### config.mk
export PLATFORM = sky130hd
export DESIGN_NAME = no_overflow_serial_subtractor_flat
export DESIGN_NICKNAME = d
export VERILOG_FILES = /design/src/rtl/no_overflow_serial_subtractor_if.sv /design/src/rtl/no_overflow_serial_subtractor.sv /design/src/flat_wrapper.sv
export SDC_FILE = /design/constraint.sdc
export NUM_CORES = 1
export LEC_CHECK = 0
export ABC_AREA = 1
export CAP_MARGIN = 20
export CORE_UTILIZATION = 40
export DETAILED_ROUTE_END_ITERATION = 10
export PLACE_DENSITY_LB_ADDON = 0.12
export RECOVER_POWER = 100
export SLEW_MARGIN = 0
export SYNTH_ARGS = -nofsm -noshare
export SYNTH_HDL_FRONTEND = slang
export SYNTH_SLANG_ARGS = --single-unit
### constraint.sdc
create_clock -name clk -period 4.5 [get_ports clk]
set_input_delay 0.9 -clock clk [delete_from_list [all_inputs] [get_ports clk]]
set_output_delay 0.9 -clock clk [all_outputs]
set_load 0.005 [all_outputs]
### src/rtl/no_overflow_serial_subtractor_if.sv
// Operand/result handshake bundle for the serial saturating subtractor.
// The master side produces operands and consumes results; the slave is the subtractor.
interface no_overflow_serial_subtractor_if #(
    parameter int WIDTH = 32
);
    logic             in_valid;
    logic             in_ready;
    logic             in_signed;
    logic [WIDTH-1:0] A;
    logic [WIDTH-1:0] B;
    logic             out_valid;
    logic             out_ready;
    logic [WIDTH-1:0] result;
    logic             PO;
    logic             NO;

    modport master (
        output in_valid, in_signed, A, B, out_ready,
        input  in_ready, out_valid, result, PO, NO
    );

    modport slave (
        input  in_valid, in_signed, A, B, out_ready,
        output in_ready, out_valid, result, PO, NO
    );
endinterface

### src/rtl/no_overflow_serial_subtractor.sv
// Multi-cycle saturating subtractor: CHUNK bits per cycle, LSB first, borrow chained between slices.
// Define SAT_SUB_STICKY_EN to build the sticky overflow flags; otherwise they read constant 0.
module no_overflow_serial_subtractor #(
    parameter int WIDTH = 32,
    parameter int CHUNK = 8
) (
    input  logic clk,
    input  logic rst_n,
    input  logic flush,
    input  logic sticky_clr,
    output logic sticky_po,
    output logic sticky_no,
    no_overflow_serial_subtractor_if.slave bus
);
    localparam int N     = WIDTH / CHUNK;
    localparam int CNT_W = (N > 1) ? $clog2(N) : 1;
    localparam logic [CNT_W-1:0] LAST = CNT_W'(N - 1);

    generate
        if (CHUNK < 1 || WIDTH % CHUNK != 0) begin : g_bad_chunk
            $error("no_overflow_serial_subtractor: WIDTH must be a multiple of CHUNK");
        end
    endgenerate

    typedef enum logic [1:0] {IDLE, CALC, DONE} state_t;

    state_t           state_reg;
    logic [WIDTH-1:0] a_reg, b_reg, diff_reg, result_reg;
    logic             signed_reg, borrow_reg;
    logic [CNT_W-1:0] cnt_reg;
    logic             in_ready_reg, out_valid_reg, po_reg, no_reg;

    logic [CHUNK-1:0] slice_a, slice_b, slice_d;
    logic             slice_borrow;
    logic [WIDTH-1:0] raw_diff, sat_next;
    logic             last_slice, po_next, no_next;

    always_comb begin
        slice_a = a_reg[cnt_reg*CHUNK +: CHUNK];
        slice_b = b_reg[cnt_reg*CHUNK +: CHUNK];
        {slice_borrow, slice_d} = {1'b0, slice_a} - {1'b0, slice_b} - {{CHUNK{1'b0}}, borrow_reg};
        // Full difference including the slice being computed this cycle.
        raw_diff = diff_reg;
        raw_diff[cnt_reg*CHUNK +: CHUNK] = slice_d;
        last_slice = (cnt_reg == LAST);
        po_next = signed_reg & ~a_reg[WIDTH-1] & b_reg[WIDTH-1] & raw_diff[WIDTH-1];
        // Unsigned underflow is exactly the borrow out of the top slice.
        no_next = signed_reg ? (a_reg[WIDTH-1] & ~b_reg[WIDTH-1] & ~raw_diff[WIDTH-1])
                             : slice_borrow;
        if (po_next)
            sat_next = {1'b0, {(WIDTH-1){1'b1}}};
        else if (no_next)
            sat_next = signed_reg ? {1'b1, {(WIDTH-1){1'b0}}} : '0;
        else
            sat_next = raw_diff;
    end

    always_ff @(posedge clk or negedge rst_n) begin
        if (!rst_n) begin
            state_reg     <= IDLE;
            a_reg         <= '0;
            b_reg         <= '0;
            diff_reg      <= '0;
            result_reg    <= '0;
            signed_reg    <= 1'b0;
            borrow_reg    <= 1'b0;
            cnt_reg       <= '0;
            in_ready_reg  <= 1'b1;
            out_valid_reg <= 1'b0;
            po_reg        <= 1'b0;
            no_reg        <= 1'b0;
        end else if (flush) begin
            state_reg     <= IDLE;
            in_ready_reg  <= 1'b1;
            out_valid_reg <= 1'b0;
        end else begin
            case (state_reg)
                IDLE: begin
                    if (bus.in_valid) begin
                        a_reg        <= bus.A;
                        b_reg        <= bus.B;
                        signed_reg   <= bus.in_signed;
                        diff_reg     <= '0;
                        cnt_reg      <= '0;
                        borrow_reg   <= 1'b0;
                        in_ready_reg <= 1'b0;
                        state_reg    <= CALC;
                    end
                end
                CALC: begin
                    diff_reg   <= raw_diff;
                    borrow_reg <= slice_borrow;
                    cnt_reg    <= cnt_reg + CNT_W'(1);
                    if (last_slice) begin
                        result_reg    <= sat_next;
                        po_reg        <= po_next;
                        no_reg        <= no_next;
                        out_valid_reg <= 1'b1;
                        state_reg     <= DONE;
                    end
                end
                DONE: begin
                    if (bus.out_ready) begin
                        out_valid_reg <= 1'b0;
                        in_ready_reg  <= 1'b1;
                        state_reg     <= IDLE;
                    end
                end
                default: begin
                    state_reg     <= IDLE;
                    in_ready_reg  <= 1'b1;
                    out_valid_reg <= 1'b0;
                end
            endcase
        end
    end

    assign bus.in_ready  = in_ready_reg;
    assign bus.out_valid = out_valid_reg;
    assign bus.result    = result_reg;
    assign bus.PO        = po_reg;
    assign bus.NO        = no_reg;

`ifdef SAT_SUB_STICKY_EN
    logic sticky_po_reg, sticky_no_reg, finish_op;

    // Flags latch on the same edge that enters DONE; a set beats a same-cycle clear.
    assign finish_op = (state_reg == CALC) && last_slice && !flush;

    always_ff @(posedge clk or negedge rst_n) begin
        if (!rst_n) begin
            sticky_po_reg <= 1'b0;
            sticky_no_reg <= 1'b0;
        end else begin
            sticky_po_reg <= (sticky_po_reg & ~sticky_clr) | (finish_op & po_next);
            sticky_no_reg <= (sticky_no_reg & ~sticky_clr) | (finish_op & no_next);
        end
    end

    assign sticky_po = sticky_po_reg;
    assign sticky_no = sticky_no_reg;
`else
    logic unused_sticky_clr;
    assign unused_sticky_clr = sticky_clr;
    assign sticky_po = 1'b0;
    assign sticky_no = 1'b0;
`endif
endmodule

### src/flat_wrapper.sv
// flat-port wrapper written by rule: the top's interface ports become plain ports
module no_overflow_serial_subtractor_flat 
#(
    parameter int WIDTH = 32,
    parameter int CHUNK = 8
)
  (clk, rst_n, flush, sticky_clr, sticky_po, sticky_no, bus_in_valid, bus_in_signed, bus_A, bus_B, bus_out_ready, bus_in_ready, bus_out_valid, bus_result, bus_PO, bus_NO);
  no_overflow_serial_subtractor_if #(.WIDTH(WIDTH)) bus_i ();
  input  logic clk;
  input  logic rst_n;
  input  logic flush;
  input  logic sticky_clr;
  output logic sticky_po;
  output logic sticky_no;
  input wire logic [$bits(bus_i.in_valid)-1:0] bus_in_valid;
  input wire logic [$bits(bus_i.in_signed)-1:0] bus_in_signed;
  input wire logic [$bits(bus_i.A)-1:0] bus_A;
  input wire logic [$bits(bus_i.B)-1:0] bus_B;
  input wire logic [$bits(bus_i.out_ready)-1:0] bus_out_ready;
  output wire logic [$bits(bus_i.in_ready)-1:0] bus_in_ready;
  output wire logic [$bits(bus_i.out_valid)-1:0] bus_out_valid;
  output wire logic [$bits(bus_i.result)-1:0] bus_result;
  output wire logic [$bits(bus_i.PO)-1:0] bus_PO;
  output wire logic [$bits(bus_i.NO)-1:0] bus_NO;
  assign bus_i.in_valid = bus_in_valid;
  assign bus_i.in_signed = bus_in_signed;
  assign bus_i.A = bus_A;
  assign bus_i.B = bus_B;
  assign bus_i.out_ready = bus_out_ready;
  assign bus_in_ready = bus_i.in_ready;
  assign bus_out_valid = bus_i.out_valid;
  assign bus_result = bus_i.result;
  assign bus_PO = bus_i.PO;
  assign bus_NO = bus_i.NO;
  no_overflow_serial_subtractor #(.WIDTH(WIDTH), .CHUNK(CHUNK)) u_core (.clk(clk), .rst_n(rst_n), .flush(flush), .sticky_clr(sticky_clr), .sticky_po(sticky_po), .sticky_no(sticky_no), .bus(bus_i));
endmodule
==> Word-level counts from Yosys, hierarchy flattened <==
Index checks and enable logic that the tools add are counted.
{ "word_totals": {"input_bits": 71, "ramBits": 0, "rom_bits": 0, "register_bits": 138, "wordCells": 69, "output_inout_bits": 38, "memories": 0, "latch_bits": 0} }
{ "classes": {"n_shift": 4, "n_lt_le_gt_ge": 0, "n_div": 0, "n_mux": 23, "eq_ne": 9, "reduce_logical": 8, "bitwise": 9, "multipliers": 0, "n_addsub": 4} }
{ "ops": {"columns": ["op", "count"], "rows": [
  ["$mux W32", 4],
  ["$pmux W32 S2", 1],
  ["$shiftx A32 B6 Y8", 2],
  ["$neg A5 Y34", 1],
  ["$shift A8 B34 Y32 const A", 1],
  ["$shiftx A8 B34 Y32", 1],
  ["$bwmux W32", 1],
  ["$reduce_and A3 Y1", 6],
  ["$mux W2", 5],
  ["$sub A8 B8 Y9", 1],
  ["$sub A9 B1 Y9", 1],
  ["$mux W1", 7],
  ["$ne A2 B2 Y1 const B", 3],
  ["$ne A3 B3 Y1 const B", 2],
  ["$pmux W1 S3", 2],
  ["$pmux W2 S3", 1],
  ["$and A1 B1 Y1", 5],
  ["$eq A2 B2 Y1 const B", 2],
  ["$not A1 Y1", 4],
  ["$pmux W2 S2", 1],
  ["$ne A3 B2 Y1 const B", 1],
  ["$add A2 B1 Y2 const B", 1],
  ["$eq A2 B1 Y1 const B", 1],
  ["$logic_not A2 Y1", 1],
  ["other kinds (2)", 2]
]} }

==> Logic depth before layout (Yosys ltp) <==
Gate-level depths: netlist of the first run.
{ "logic_depth": {"ltp_word": 10, "ltp_mapped": 21, "mapped_depth_nobuf": 18} }

==> Worst setup path before layout of the first run <==
OpenSTA, ideal clock, no wires.
{ "synth_timing": {"path_type": "reg2reg", "start": "register u_core.cnt_reg[0]", "end": "register u_core.diff_reg[22]", "required_time_ns": 4.370, "path_buffers": 3, "stages_incl_launch_ff": 21, "path_slack_ns": 1.103, "arrival_time_ns": 3.267, "period_less_slack_ns": 3.397, "path_cell_list": "dfrtp_1 buf_6 clkbuf_1 clkbuf_1 nand2_1 a32o_1 fa_1 fa_1 inv_1 nand2_1 nand2_1 nand2_1 nand2_1 nand2_1 a21oi_1 xor2_1 nor2_1 nand2_1 o21ai_0 nand2_1 o21ai_0"} }
{ "synth_between": {"elab_chain_cells": 6, "word_cells_on_any_way": 9} }
{ "synth_lines": {"columns": ["item", "line_no", "source"], "rows": [
  ["from (decl)", "no_overflow_serial_subtractor.sv:30", "logic [CNT_W-1:0] cnt_reg;"],
  ["from (signal assigned)", "no_overflow_serial_subtractor.sv:93", "cnt_reg <= cnt_reg + CNT_W'(1);"],
  ["$shiftx A32 B6 Y8 (on tied branches)", "no_overflow_serial_subtractor.sv:39, no_overflow_serial_subtractor.sv:40", null],
  ["$sub A8 B8 Y9", "no_overflow_serial_subtractor.sv:41", "{slice_borrow, slice_d} = {1'b0, slice_a} - {1'b0, slice_b} - {{CHUNK{1'b0}}, borrow_reg};"],
  ["$sub A9 B1 Y9", "no_overflow_serial_subtractor.sv:41", null],
  ["$shiftx A8 B34 Y32", "no_overflow_serial_subtractor.sv:44", "raw_diff[cnt_reg*CHUNK +: CHUNK] = slice_d;"],
  ["$bwmux W32 *", "no_overflow_serial_subtractor.sv:44", null],
  ["$pmux W32 S2 *", "no_overflow_serial_subtractor.sv:77", "case (state_reg)"],
  ["to (signal assigned)", "no_overflow_serial_subtractor.sv:91", "diff_reg <= raw_diff;"],
  ["to (decl)", "no_overflow_serial_subtractor.sv:28", "logic [WIDTH-1:0] a_reg, b_reg, diff_reg, result_reg;"]
]} }
Every way passes the cells marked *; elsewhere a longest branch is shown, timed or not.
A chain may end at the register's enable or synchronous reset.

==> Final worst setup path of the first run <==
{ "layout_timing": {"start": "register u_core.cnt_reg[0]", "end": "register u_core.result_reg[11], in the netlist u_core.bus.result[11]"} }
{ "layout_between": {"elab_chain_cells": 10, "word_cells_on_any_way": 16} }
{ "layout_lines": {"columns": ["item", "line_no", "source"], "rows": [
  ["$shiftx A32 B6 Y8 (on tied branches)", "no_overflow_serial_subtractor.sv:39, no_overflow_serial_subtractor.sv:40", null],
  ["$sub A8 B8 Y9", "no_overflow_serial_subtractor.sv:41", null],
  ["$sub A9 B1 Y9", "no_overflow_serial_subtractor.sv:41", null],
  ["$shiftx A8 B34 Y32", "no_overflow_serial_subtractor.sv:44", null],
  ["$bwmux W32", "no_overflow_serial_subtractor.sv:44", null],
  ["$not A1 Y1", "no_overflow_serial_subtractor.sv:48", "no_next = signed_reg ? (a_reg[WIDTH-1] & ~b_reg[WIDTH-1] & ~raw_diff[WIDTH-1])"],
  ["$and A1 B1 Y1", "no_overflow_serial_subtractor.sv:48", null],
  ["$mux W1", "no_overflow_serial_subtractor.sv:48", null],
  ["$mux W32", "no_overflow_serial_subtractor.sv:52", "else if (no_next)"],
  ["$mux W32", "no_overflow_serial_subtractor.sv:50", "if (po_next)"],
  ["to (signal assigned)", "no_overflow_serial_subtractor.sv:95", "result_reg <= sat_next;"],
  ["to (decl)", "no_overflow_serial_subtractor.sv:28", null]
]} }
Parallel ways exist; a longest one is shown, timed or not.

==> qor.txt, run 1 <==
status: finished with violations
failing checks: capacitance limit, slew limit
hold_buf cts: 0
number of setup buffers added after CTS: 0
top cell type by total area after synthesis: dfrtp_1
first-pass GRT wire length: 27400 um
PortBufs: 105
Distinct cells, synth: 39
pwr dens: 686 nW/um2
nets: 918
DRC viols: 0
Root Buffer: clkbuf_16
RSZ-0062 raised after global routing: no
Starting Density: 41.3%
Clock Tree Buf Depth: 2
CP max stage cell: nand3_2
Setup CP Type: reg2reg
total power: 5.97 mW
CTS tree: built
Arr. time, crit path: 4.10 ns
cell total after placement: 1027
Layout area overhead: 25.7%
row cnt: 47
Worst-Margin Slew: 3.16 ns
layout cell share with drive strength beyond 1: 16.1%
Tmin final: 3.81 ns
Worst setup EP type: flip-flop
largest net degree at the start of global routing: 73
type of origin of the critical path: flip-flop
largest cells by area after synthesis: dfrtp_1 49%, mux2_2 10%, nand2_1 7.4%, o21ai_0 4.8%, inv_1 4.2%
post-route setup TNS: 0 ns
DR pass1 iterations: 5
Hold WC Path Type: reg2reg
final design utilization: 52.0%
sequential area share after synthesis: 49.9%
largest stage delay on the critical path: 0.51 ns
Yosys top cell area share: 49.5%
Inserted Diodes: 0
grt ovf: 0
drt total wl: 16300 um
Max VDD drop: 0.444 mV
clock sink total: 138
vias: 5463
crit path max fanout: 32
synthesis-stage register bit count: 138
Synth warnings: 0
FMAX: 0.262 GHz
DP HPWL: 11500 um
Skew-Pair Late Insertion Delay: 0.42 ns
GPL Wtd Cong: 0.824
leak pwr: 4.12 nW
drt initial violations: 345
Mapped Area: 6930 um2
Critical Path RT: 4.79 ns
final max-slew violation count: 177
worst path cell trace: inv_2, clkbuf_1, nand2_1, a32o_1, ha_1, inv_1, ha_1, nand2_1, nor3_1, nand2_2, nand3_1, nand2_1, nand4_4, nand3_2, nand3_1, nand3_2
Top Family by Delay on Critical Path: simple AND/OR/NAND/NOR gates
final period utilization: 84.7%
Syn Inst Count: 731
core area: 16800 um2
Via density: 5.16
Syn Area/Cell: 9.48 um2
Die ar.: 17900 um2
Routed Antenna Nets: 0
drt wl/cell: 15.4 um
Hold WS: 0.476 ns
initial antenna violation count: 0
CP most frequent cell: nand2_1
cts repair resizes: 0
CTS buffer count: 17
Finished Layout Cells: 1058
Final setup viols: 0
Clock Skew: 0.00581 ns
Max transition margin: -111%
maximum capacitance violations: 3
die width: 134 um
GRT Overall Usage: 19.7%
vias in the first global route: 5469
final hold violations: 0
worst path buffer plus inverter count: 3
# H-tree levels: 4
Die Ht: 134 um
Clock transition at path regs: 0.06 ns
IO Count: 109
per-stage QoR:
stage          setup slack, ns  instance area (um2)
2_1_floorplan             1.10                 6930
3_3_place_gp             0.915                 8150
3_5_place_dp             0.862                 8150
4_1_cts                  0.831                 8720
5_1_grt                  0.314                 8710
6_report                 0.687                 8710
worst reg2reg max path, stage by stage (launching register included):
cell and delay [ns]:
dfrtp_1 0.40, inv_2 0.32, clkbuf_1 0.36, nand2_1 0.12, a32o_1 0.23, ha_1 0.27, inv_1 0.04, ha_1 0.34
nand2_1 0.07, nor3_1 0.17, nand2_2 0.09, nand3_1 0.06, nand2_1 0.16, nand4_4 0.12, nand3_2 0.51, nand3_1 0.34
nand3_2 0.07
final cells by class:
cell class | count | area (um2)
multi-input cells | 472 | 2960
inverters | 81 | 304
well taps | 220 | 275
clock inverters | 8 | 95.1
repair buffers | 117 | 1150
fillers | 1544 | 8050
flip-flops and latches | 138 | 3450
clock buffers | 22 | 474
cells by family after synthesis:
logic type | after synthesis | synth area share, %
compound gates | 121 | 9.99
xor+xnor | 2 | 0.253
fa+ha+maj | 20 | 3.83
buf+inv | 122 | 7.35
flops | 138 | 49.9
mux | 63 | 10.2
other cells | 1 | 0.0541
simple gates | 264 | 18.4
power breakdown:
part	internal, mW	leakage (nW)	switching, mW
combinational	1.12	2.08	1.80
clock	0.848	0.278	0.508
sequential	1.55	1.76	0.149
total	3.51	4.12	2.46
synthesized netlist by cell type:
| cell type | n |
|---|---|
| o22ai_1 | 26 |
| a32o_1 | 7 |
| nand2_2 | 4 |
| nor3_1 | 3 |
| o31a_1 | 1 |
| buf_6 | 4 |
| nor2_1 | 32 |
| xnor2_1 | 1 |
| inv_2 | 2 |
| and2_1 | 1 |
| buf_2 | 8 |
| mux2_2 | 63 |
| nand3_2 | 22 |
| or2_2 | 6 |
| xor2_1 | 1 |
| clkbuf_1 | 21 |
| inv_1 | 77 |
| nand4_1 | 3 |
| dfrtp_1 | 137 |
| a31oi_1 | 1 |
| buf_1 | 5 |
| buf_4 | 3 |
| o21ai_0 | 67 |
| o21a_1 | 1 |
| nor4_1 | 2 |
| o21bai_1 | 2 |
| nand2_1 | 136 |
| a21oi_1 | 14 |
| nand3_1 | 52 |
| ha_1 | 18 |
| nand4_4 | 1 |
| conb_1 | 1 |
| nand3_4 | 1 |
| clkinv_1 | 2 |
| fa_1 | 2 |
| dfstp_2 | 1 |
| a21o_1 | 1 |
| nor4_2 | 1 |
| a2bb2oi_1 | 1 |
final timing paths:
path	startpoint	end	slack (ns)	depth (start not counted)
setup / recovery	u_core.cnt_reg[0]$_DFFE_PN0P_	u_core.bus.result[11]$_DFFE_PN0P_	0.69	16
hold / removal	u_core.bus.PO$_DFFE_PN0P_	u_core.bus.PO$_DFFE_PN0P_	0.48	2
setup reg to reg	u_core.cnt_reg[0]$_DFFE_PN0P_	u_core.bus.result[11]$_DFFE_PN0P_	0.69	16
hold reg to reg	u_core.bus.PO$_DFFE_PN0P_	u_core.bus.PO$_DFFE_PN0P_	0.48	2
max in group asynchronous	rst_n	u_core.b_reg[28]$_DFFE_PN0P_	1.04	1
min in group asynchronous	rst_n	u_core.bus.result[16]$_DFFE_PN0P_	1.68	1
per-layer routing:
metal	share of wire [%]	routed length, um	track usage [%]	vias up
li1	-	-	-	2634
met1	44	7200	24.7	2663
met2	50	8050	33.2	139
met3	4.1	672	4.19	27
met4	2.0	326	7.51	0
met5	0	0	0	-
cell usage in the layout, fill, tap and decap left out, types with 14 or more instances in the layout:
master	synthesis	final
nand3_1	52	52
nand3_2	22	22
dfrtp_1	137	137
clkbuf_16	0	17
nor2_1	32	32
inv_1	77	77
nand2_1	136	138
o22ai_1	26	26
ha_1	18	18
clkdlybuf4s50_1	0	67
o21ai_0	67	67
mux2_2	63	63
dlygate4sd3_1	0	37
a21oi_1	14	14
No activity file was read; power rests on OpenSTA's default activity.
==> inputs of run 2 (changes only) <==
==> constraint.sdc (replaced) <==
create_clock -name clk -period 4 [get_ports clk]
set_input_delay 0.8 -clock clk [delete_from_list [all_inputs] [get_ports clk]]
set_output_delay 0.8 -clock clk [all_outputs]
set_load 0.005 [all_outputs]
==> run 2 against run 1 <==
Net effect:
- the flow still finishes with violations (capacitance limit, slew limit)
- worst hold slack got worse by 0.0061 ns
- wire length increased by 0.63%
- clock power increased by 33%
- sequential share of layout area about the same
- setup slack got worse by 0.30 ns
- fmax increased by 5.4%
- critical path depth increased by 2
- sequential cell count unchanged
- critical endpoint is now u_core.diff_reg[22]$_DFFE_PN0P_
- highest routed layer unchanged
==> qor.txt, run 2 (synthesized netlist as in run 1, its figures left out) <==
GRT Overall Usage: 19.6% (-0.083 points)
Clock transition at path regs: 0.06 ns (about the same)
pwr dens: 803 nW/um2 (+17%)
sequential power share: 27.3% (-1.2 points)
Arr. time, crit path: 3.86 ns (-0.24 ns)
type of origin of the critical path: flip-flop
DP HPWL: 11400 um (-0.47%)
Inserted Diodes: 0 (unchanged)
Layout area overhead: 25.8% (about the same)
Setup crit end: u_core.diff_reg[22]$_DFFE_PN0P_
final hold violations: 0 (unchanged)
GPL Wtd Cong: 0.836 (+1.5%)
Max transition margin: -71.1% (+39 points)
DRC viols: 0 (unchanged)
switching share of total power: 39.8% (-1.3 points)
vias in the first global route: 5437 (-0.59%)
initial antenna violation count: 0 (unchanged)
CTS buffer count: 17 (unchanged)
origin of the critical flop-to-flop path: u_core.cnt_reg[0]$_DFFE_PN0P_
R2R setup slack: 0.38 ns (-0.30 ns)
number of setup buffers added after CTS: 0 (unchanged)
PortBufs: 105 (unchanged)
final period utilization: 90.5% (+5.7 points)
Tmin final: 3.62 ns (-0.195 ns)
nets: 917 (-0.11%)
Hold WC Path Type: reg2reg
# H-tree levels: 4 (unchanged)
crit path max fanout: 28 (-13%)
Max VDD drop: 0.477 mV (+7.4%)
Die ar.: 17900 um2 (unchanged)
maximum capacitance violations: 2 (-1)
Via density: 5.06 (-2.0%)
Critical Path RT: 4.24 ns (-0.55 ns)
Worst-Margin Slew: 2.57 ns (-0.590 ns)
cell total after placement: 1027 (unchanged)
die width: 134 um (unchanged)
Finished Layout Cells: 1059 (+0.095%)
drt initial violations: 353 (+2.3%)
first-pass GRT wire length: 27200 um (-0.90%)
Setup CP Type: reg2reg
R2R Path End: u_core.diff_reg[22]$_DFFE_PN0P_
IO Count: 109 (unchanged)
final max-slew violation count: 172 (-2.8%)
Worst Reg-to-Reg Cells: 18 (+2)
DR pass1 iterations: 5 (unchanged)
grt ovf: 0 (unchanged)
Root Buffer: clkbuf_16
Comb pwr share: 46.9% (-1.9 points)
Psw: 2.79 mW (+13%)
Int Pwr: 4.21 mW (+20%)
most frequent cells in the layout: 137 x nand2_1, 137 x dfrtp_1, 77 x inv_1, 69 x nand3_1
drt wl/cell: 15.4 um (+0.53%)
Clock Tree Buf Depth: 2 (unchanged)
layout cell share with drive strength beyond 1: 14.5% (-1.6 points)
Starting Density: 41.3% (unchanged)
failing checks: capacitance limit, slew limit
vias: 5357 (-1.9%)
largest net degree at the start of global routing: 103 (+41%)
status: finished with violations
core area: 16800 um2 (unchanged)
Final setup viols: 0 (unchanged)
clock sink total: 138 (unchanged)
leak pwr: 4.03 nW (-2.2%)
Routed Antenna Nets: 0 (unchanged)
RSZ-0062 raised after global routing: no
FMAX: 0.276 GHz (+5.4%)
Clock Skew: 0.00529 ns (-0.000519 ns)
post-route setup TNS: 0 ns (unchanged)
Die Ht: 134 um (unchanged)
CTS tree: built
row cnt: 47 (unchanged)
drt total wl: 16400 um (+0.63%)
Setup crit start: u_core.cnt_reg[0]$_DFFE_PN0P_
Skew-Pair Late Insertion Delay: 0.42 ns (about the same)
Worst setup EP type: flip-flop
Clk pwr share: 25.8% (+3.1 points)
## run 2: cell count changes in the layout (fill, tap and decap cells not counted), sizes merged
| cell | before | now |
|---|---|---|
| dlygate4sd2 | 1 | 0 |
| clkbuf | 25 | 26 |
| bufinv | 2 | 6 |
| clkinv | 6 | 3 |
| buf | 9 | 7 |
| clkinvlp | 2 | 4 |
## run 2: how the worst min path moves through the flow
stage | cells after the start | startpoint | end | slack (ns)
CTS | 2 | u_core.bus.PO$_DFFE_PN0P_ | u_core.bus.PO$_DFFE_PN0P_ | 0.48
finish | 2 | u_core.bus.PO$_DFFE_PN0P_ | u_core.bus.PO$_DFFE_PN0P_ | 0.47
floorplan | 2 | u_core.bus.PO$_DFFE_PN0P_ | u_core.bus.PO$_DFFE_PN0P_ | 0.47
detailed placement | 2 | u_core.bus.PO$_DFFE_PN0P_ | u_core.bus.PO$_DFFE_PN0P_ | 0.47
global route | 2 | u_core.bus.result[1]$_DFFE_PN0P_ | u_core.bus.result[1]$_DFFE_PN0P_ | 0.52
global placement | 2 | u_core.bus.PO$_DFFE_PN0P_ | u_core.bus.PO$_DFFE_PN0P_ | 0.47
## run 2: critical path, cell delays in order (launching register included)
cell	delay, ns
dfrtp_1	0.39
inv_2	0.37
nand2_1	0.09
a32o_1	0.29
fa_1	0.45
fa_1	0.43
inv_1	0.07
nand2_1	0.07
nand2_1	0.08
nand2_1	0.07
nand2_1	0.08
nand2_1	0.06
a21oi_1	0.15
xor2_1	0.32
nor2_1	0.13
nand2_1	0.07
o21ai_0	0.13
nand2_1	0.09
o21ai_0	0.08
## run 2: power by group through the flow
stage          registers, mW  clock network (mW)  logic [mW]
6_report                1.91                1.81        3.28
5_1_grt                 1.95                1.90        3.67
4_1_cts                 1.92                1.84        3.33
3_5_place_dp            1.94                   0        3.32
3_3_place_gp            1.92                   0        3.26
2_1_floorplan           1.90                   0        2.32
## run 2: repair_timing
action / in CTS / in global routing
setup endpoints to repair: 0 / 31
resized for setup: 0 / 1
hold buffers: 0 / 0
## run 2: layer usage
metal | GRT usage [%] | wire length (um)
met5 | 0 | 0
met4 | 8.46 | 335
met3 | 3.84 | 668
met2 | 32.7 | 8070
met1 | 24.8 | 7280
## run 2: cell type report
class | instances | area (um2)
Fill cell | 1551 | 8040
Sequential cell | 138 | 3450
Multi-Input combinational cell | 472 | 2880
Timing Repair Buffer | 116 | 1110
Clock buffer | 21 | 470
Inverter | 81 | 304
Tap cell | 220 | 275
Clock inverter | 11 | 215
## run 2: per-stage QoR
step                cell area, um2  power, mW  hold WS (ns)  utilization, %  setup slack, ns
floorplan                     6930       4.22         0.473               -            0.603
global placement              8150       5.18         0.466            48.6            0.304
detailed placement            8150       5.25         0.465            48.6            0.187
CTS                           8840       7.09         0.481            52.7            0.179
global route                  8720       7.52         0.517            52.0            0.106
finish                        8720       7.00         0.470            52.0            0.382
==> inputs of run 3 (changes only) <==
--- a/config.mk
+++ b/config.mk
@@ -7,7 +7,8 @@
 export LEC_CHECK = 0
 export ABC_AREA = 1
 export CAP_MARGIN = 20
-export CORE_UTILIZATION = 40
+export CORE_MARGIN = 1
+export CORE_UTILIZATION = 54
 export DETAILED_ROUTE_END_ITERATION = 10
 export PLACE_DENSITY_LB_ADDON = 0.12
 export RECOVER_POWER = 100
==> run 3 against run 2 <==
Net effect:
- the flow still finishes with violations (capacitance limit, slew limit)
- sequential power barely moved
- utilization grew 17 points
- combinational power about the same
- critical path depth unchanged
- clock power down 6%
- via count grew 2.6%
- wire length decreased by 2.5%
- cell area down 0.83%
- critical path type unchanged
- largest cell class unchanged
- highest routed layer unchanged
==> qor.txt, run 3 (synthesized netlist as in run 1, its figures left out) <==
metal2 WL: 8080 um (+0.19%)
drt initial violations: 343 (-2.8%)
CP most frequent cell: nand2_1
Inserted Diodes: 0 (unchanged)
final hold violations: 0 (unchanged)
vias in the first global route: 5429 (-0.15%)
Die ar.: 13300 um2 (-26%)
CTS buffer count: 17 (unchanged)
sequential power share: 27.6% (+0.3 points)
final period utilization: 92.1% (+1.7 points)
Arr. time, crit path: 3.99 ns (+0.13 ns)
GRT Overall Usage: 25.8% (+6.2 points)
PortBufs: 105 (unchanged)
Final setup viols: 0 (unchanged)
IO Count: 109 (unchanged)
pre-CTS setup slack: 0.222 ns (+0.0352 ns)
max layer used: met4
DP HPWL: 11000 um (-3.5%)
Critical Path RT: 4.31 ns (+0.07 ns)
largest stage delay on the critical path: 0.45 ns (about the same)
drt wl/cell: 15.8 um (+2.1%)
Hold WC Path Type: reg2reg
RSZ-0062 raised after global routing: no
DRC viols: 0 (unchanged)
Layout area overhead: 24.8%
grt ovf: 0 (unchanged)
Clock Skew: 0.00559 ns (+0.000298 ns)
final setup margin: 0.315 ns (-0.0664 ns)
GPL Wtd Cong: 0.884 (+5.6%)
Clk pwr share: 24.8% (-1.0 points)
Skew-Pair Late Insertion Delay: 0.43 ns (about the same)
CP max stage cell: fa_1
Worst Reg-to-Reg Cells: 18 (unchanged)
vias: 5496 (+2.6%)
# H-tree levels: 4 (unchanged)
Routed Antenna Nets: 0 (unchanged)
Root Buffer: clkbuf_16
leak pwr: 4.03 nW (about the same)
nets: 917 (unchanged)
row cnt: 41 (-13%)
core area: 12600 um2 (-25%)
Via density: 5.44 (+7.5%)
Clock transition at path regs: 0.06 ns (about the same)
initial antenna violation count: 0 (unchanged)
Worst setup EP type: flip-flop
layout cell share with drive strength beyond 1: 14.7% (+0.12 points)
hold_buf cts: 0 (unchanged)
type of origin of the critical path: flip-flop
Starting Density: 55.1% (+14 points)
drt total wl: 15900 um (-2.5%)
switching share of total power: 40.3% (+0.52 points)
Comb pwr share: 47.6% (+0.7 points)
largest net degree at the start of global routing: 100 (-2.9%)
Max VDD drop: 0.582 mV (+22%)
worst path cell trace: buf_4, nand2_1, a32o_1, fa_1, fa_1, inv_1, nand2_1, nand2_1, nand2_1, nand2_1, nand2_1, a21oi_1, xor2_1, nor2_1, nand2_1, o21ai_0, nand2_1, o21ai_0
Tmin final: 3.68 ns (+0.0663 ns)
final max-slew violation count: 204 (+19%)
failing checks: capacitance limit, slew limit
Max transition margin: -58.4% (+13 points)
die width: 115 um (-14%)
DR pass1 iterations: 6 (+1)
maximum capacitance violations: 3 (+1)
hold path depth: 2 (unchanged)
met3 routed WL: 650 um (-2.7%)
Die Ht: 115 um (-14%)
Worst-Margin Slew: 2.38 ns (-0.192 ns)
pwr dens: 800 nW/um2 (-0.30%)
FMAX: 0.271 GHz (-1.8%)
status: finished with violations
CTS tree: built
Clock Tree Buf Depth: 2 (unchanged)
most frequent cells in the layout: 137 x nand2_1, 137 x dfrtp_1, 77 x inv_1, 69 x nand3_1
Psw: 2.79 mW (+0.15%)
M1 WL: 6830 um (-6.2%)
Setup CP Type: reg2reg
Int Pwr: 4.13 mW (-2.0%)
clock sink total: 138 (unchanged)
first-pass GRT wire length: 26200 um (-3.6%)
crit path max fanout: 45 (+61%)
post-route setup TNS: 0 ns (unchanged)
## run 3: changes by cell type in the layout (fill, tap and decap cells not counted)
cell	before	now
clkinv_2	1	5
clkinvlp_4	4	3
nor4_2	0	1
nor4_1	3	2
clkbuf_8	3	2
buf_4	7	5
buf_16	0	1
bufinv_16	6	5
## run 3: final timing paths
path	start	endpoint	slack (ns)
worst max-delay path	u_core.cnt_reg[0]$_DFFE_PN0P_	u_core.diff_reg[22]$_DFFE_PN0P_	0.32
worst min-delay path	u_core.bus.result[1]$_DFFE_PN0P_	u_core.bus.result[1]$_DFFE_PN0P_	0.49
worst max register to register	u_core.cnt_reg[0]$_DFFE_PN0P_	u_core.diff_reg[22]$_DFFE_PN0P_	0.32
worst min register to register	u_core.bus.result[1]$_DFFE_PN0P_	u_core.bus.result[1]$_DFFE_PN0P_	0.49
max in group asynchronous	rst_n	u_core.a_reg[8]$_DFFE_PN0P_	0.90
min in group asynchronous	rst_n	u_core.diff_reg[19]$_DFFE_PN0P_	1.10
## run 3: area by class of cell
class / count / area (um2)
Timing Repair Buffer: 116 / 1130
Multi-Input combinational cell: 472 / 2890
Clock buffer: 19 / 453
Tap cell: 172 / 215
Fill cell: 995 / 3920
Inverter: 81 / 304
Sequential cell: 138 / 3450
Clock inverter: 13 / 198
## run 3: critical path: cells and delay by family, from the launching register on
family                     cells  cell delay [ns]
AOI/OAI and AO/OA              4             0.73
xor gates and xnor gates       1             0.32
adders and majority gates      2             0.88
buffers and inverters          2             0.49
DFF                            1             0.35
and+or+nand+nor                9             0.77
## run 3: timing repair
item,4_1_cts,5_1_grt
buffers inserted,0,0
gates resized for setup,0,1
endpoints found under the setup margin,0,31
## run 3: power by group through the flow
stage | clock (mW) | combinational, mW | sequential, mW
after floorplan | 0 | 2.32 | 1.90
after global placement | 0 | 3.18 | 1.92
after detailed placement | 0 | 3.28 | 1.94
after CTS | 1.73 | 3.30 | 1.92
after global routing | 1.80 | 3.65 | 1.95
final | 1.71 | 3.29 | 1.91
## run 3: routing by layer
layer	global-route usage (%)	up-vias
li1	-	2629
met1	32.2	2642
met2	44.3	188
met3	4.80	37
met4	10.6	0
met5	0	-
## run 3: through the flow
stage | total power, mW | hold WS [ns] | util [%] | std cells | instance area (um2)
final | 6.92 | 0.489 | 68.8 | 1011 | 8640
after global routing | 7.39 | 0.511 | 68.8 | 1011 | 8640
after CTS | 6.95 | 0.497 | 69.5 | 1010 | 8740
after detailed placement | 5.21 | 0.477 | 64.4 | 978 | 8090
after global placement | 5.10 | 0.462 | 64.4 | 978 | 8090
after floorplan | 4.22 | 0.473 | - | 732 | 6930
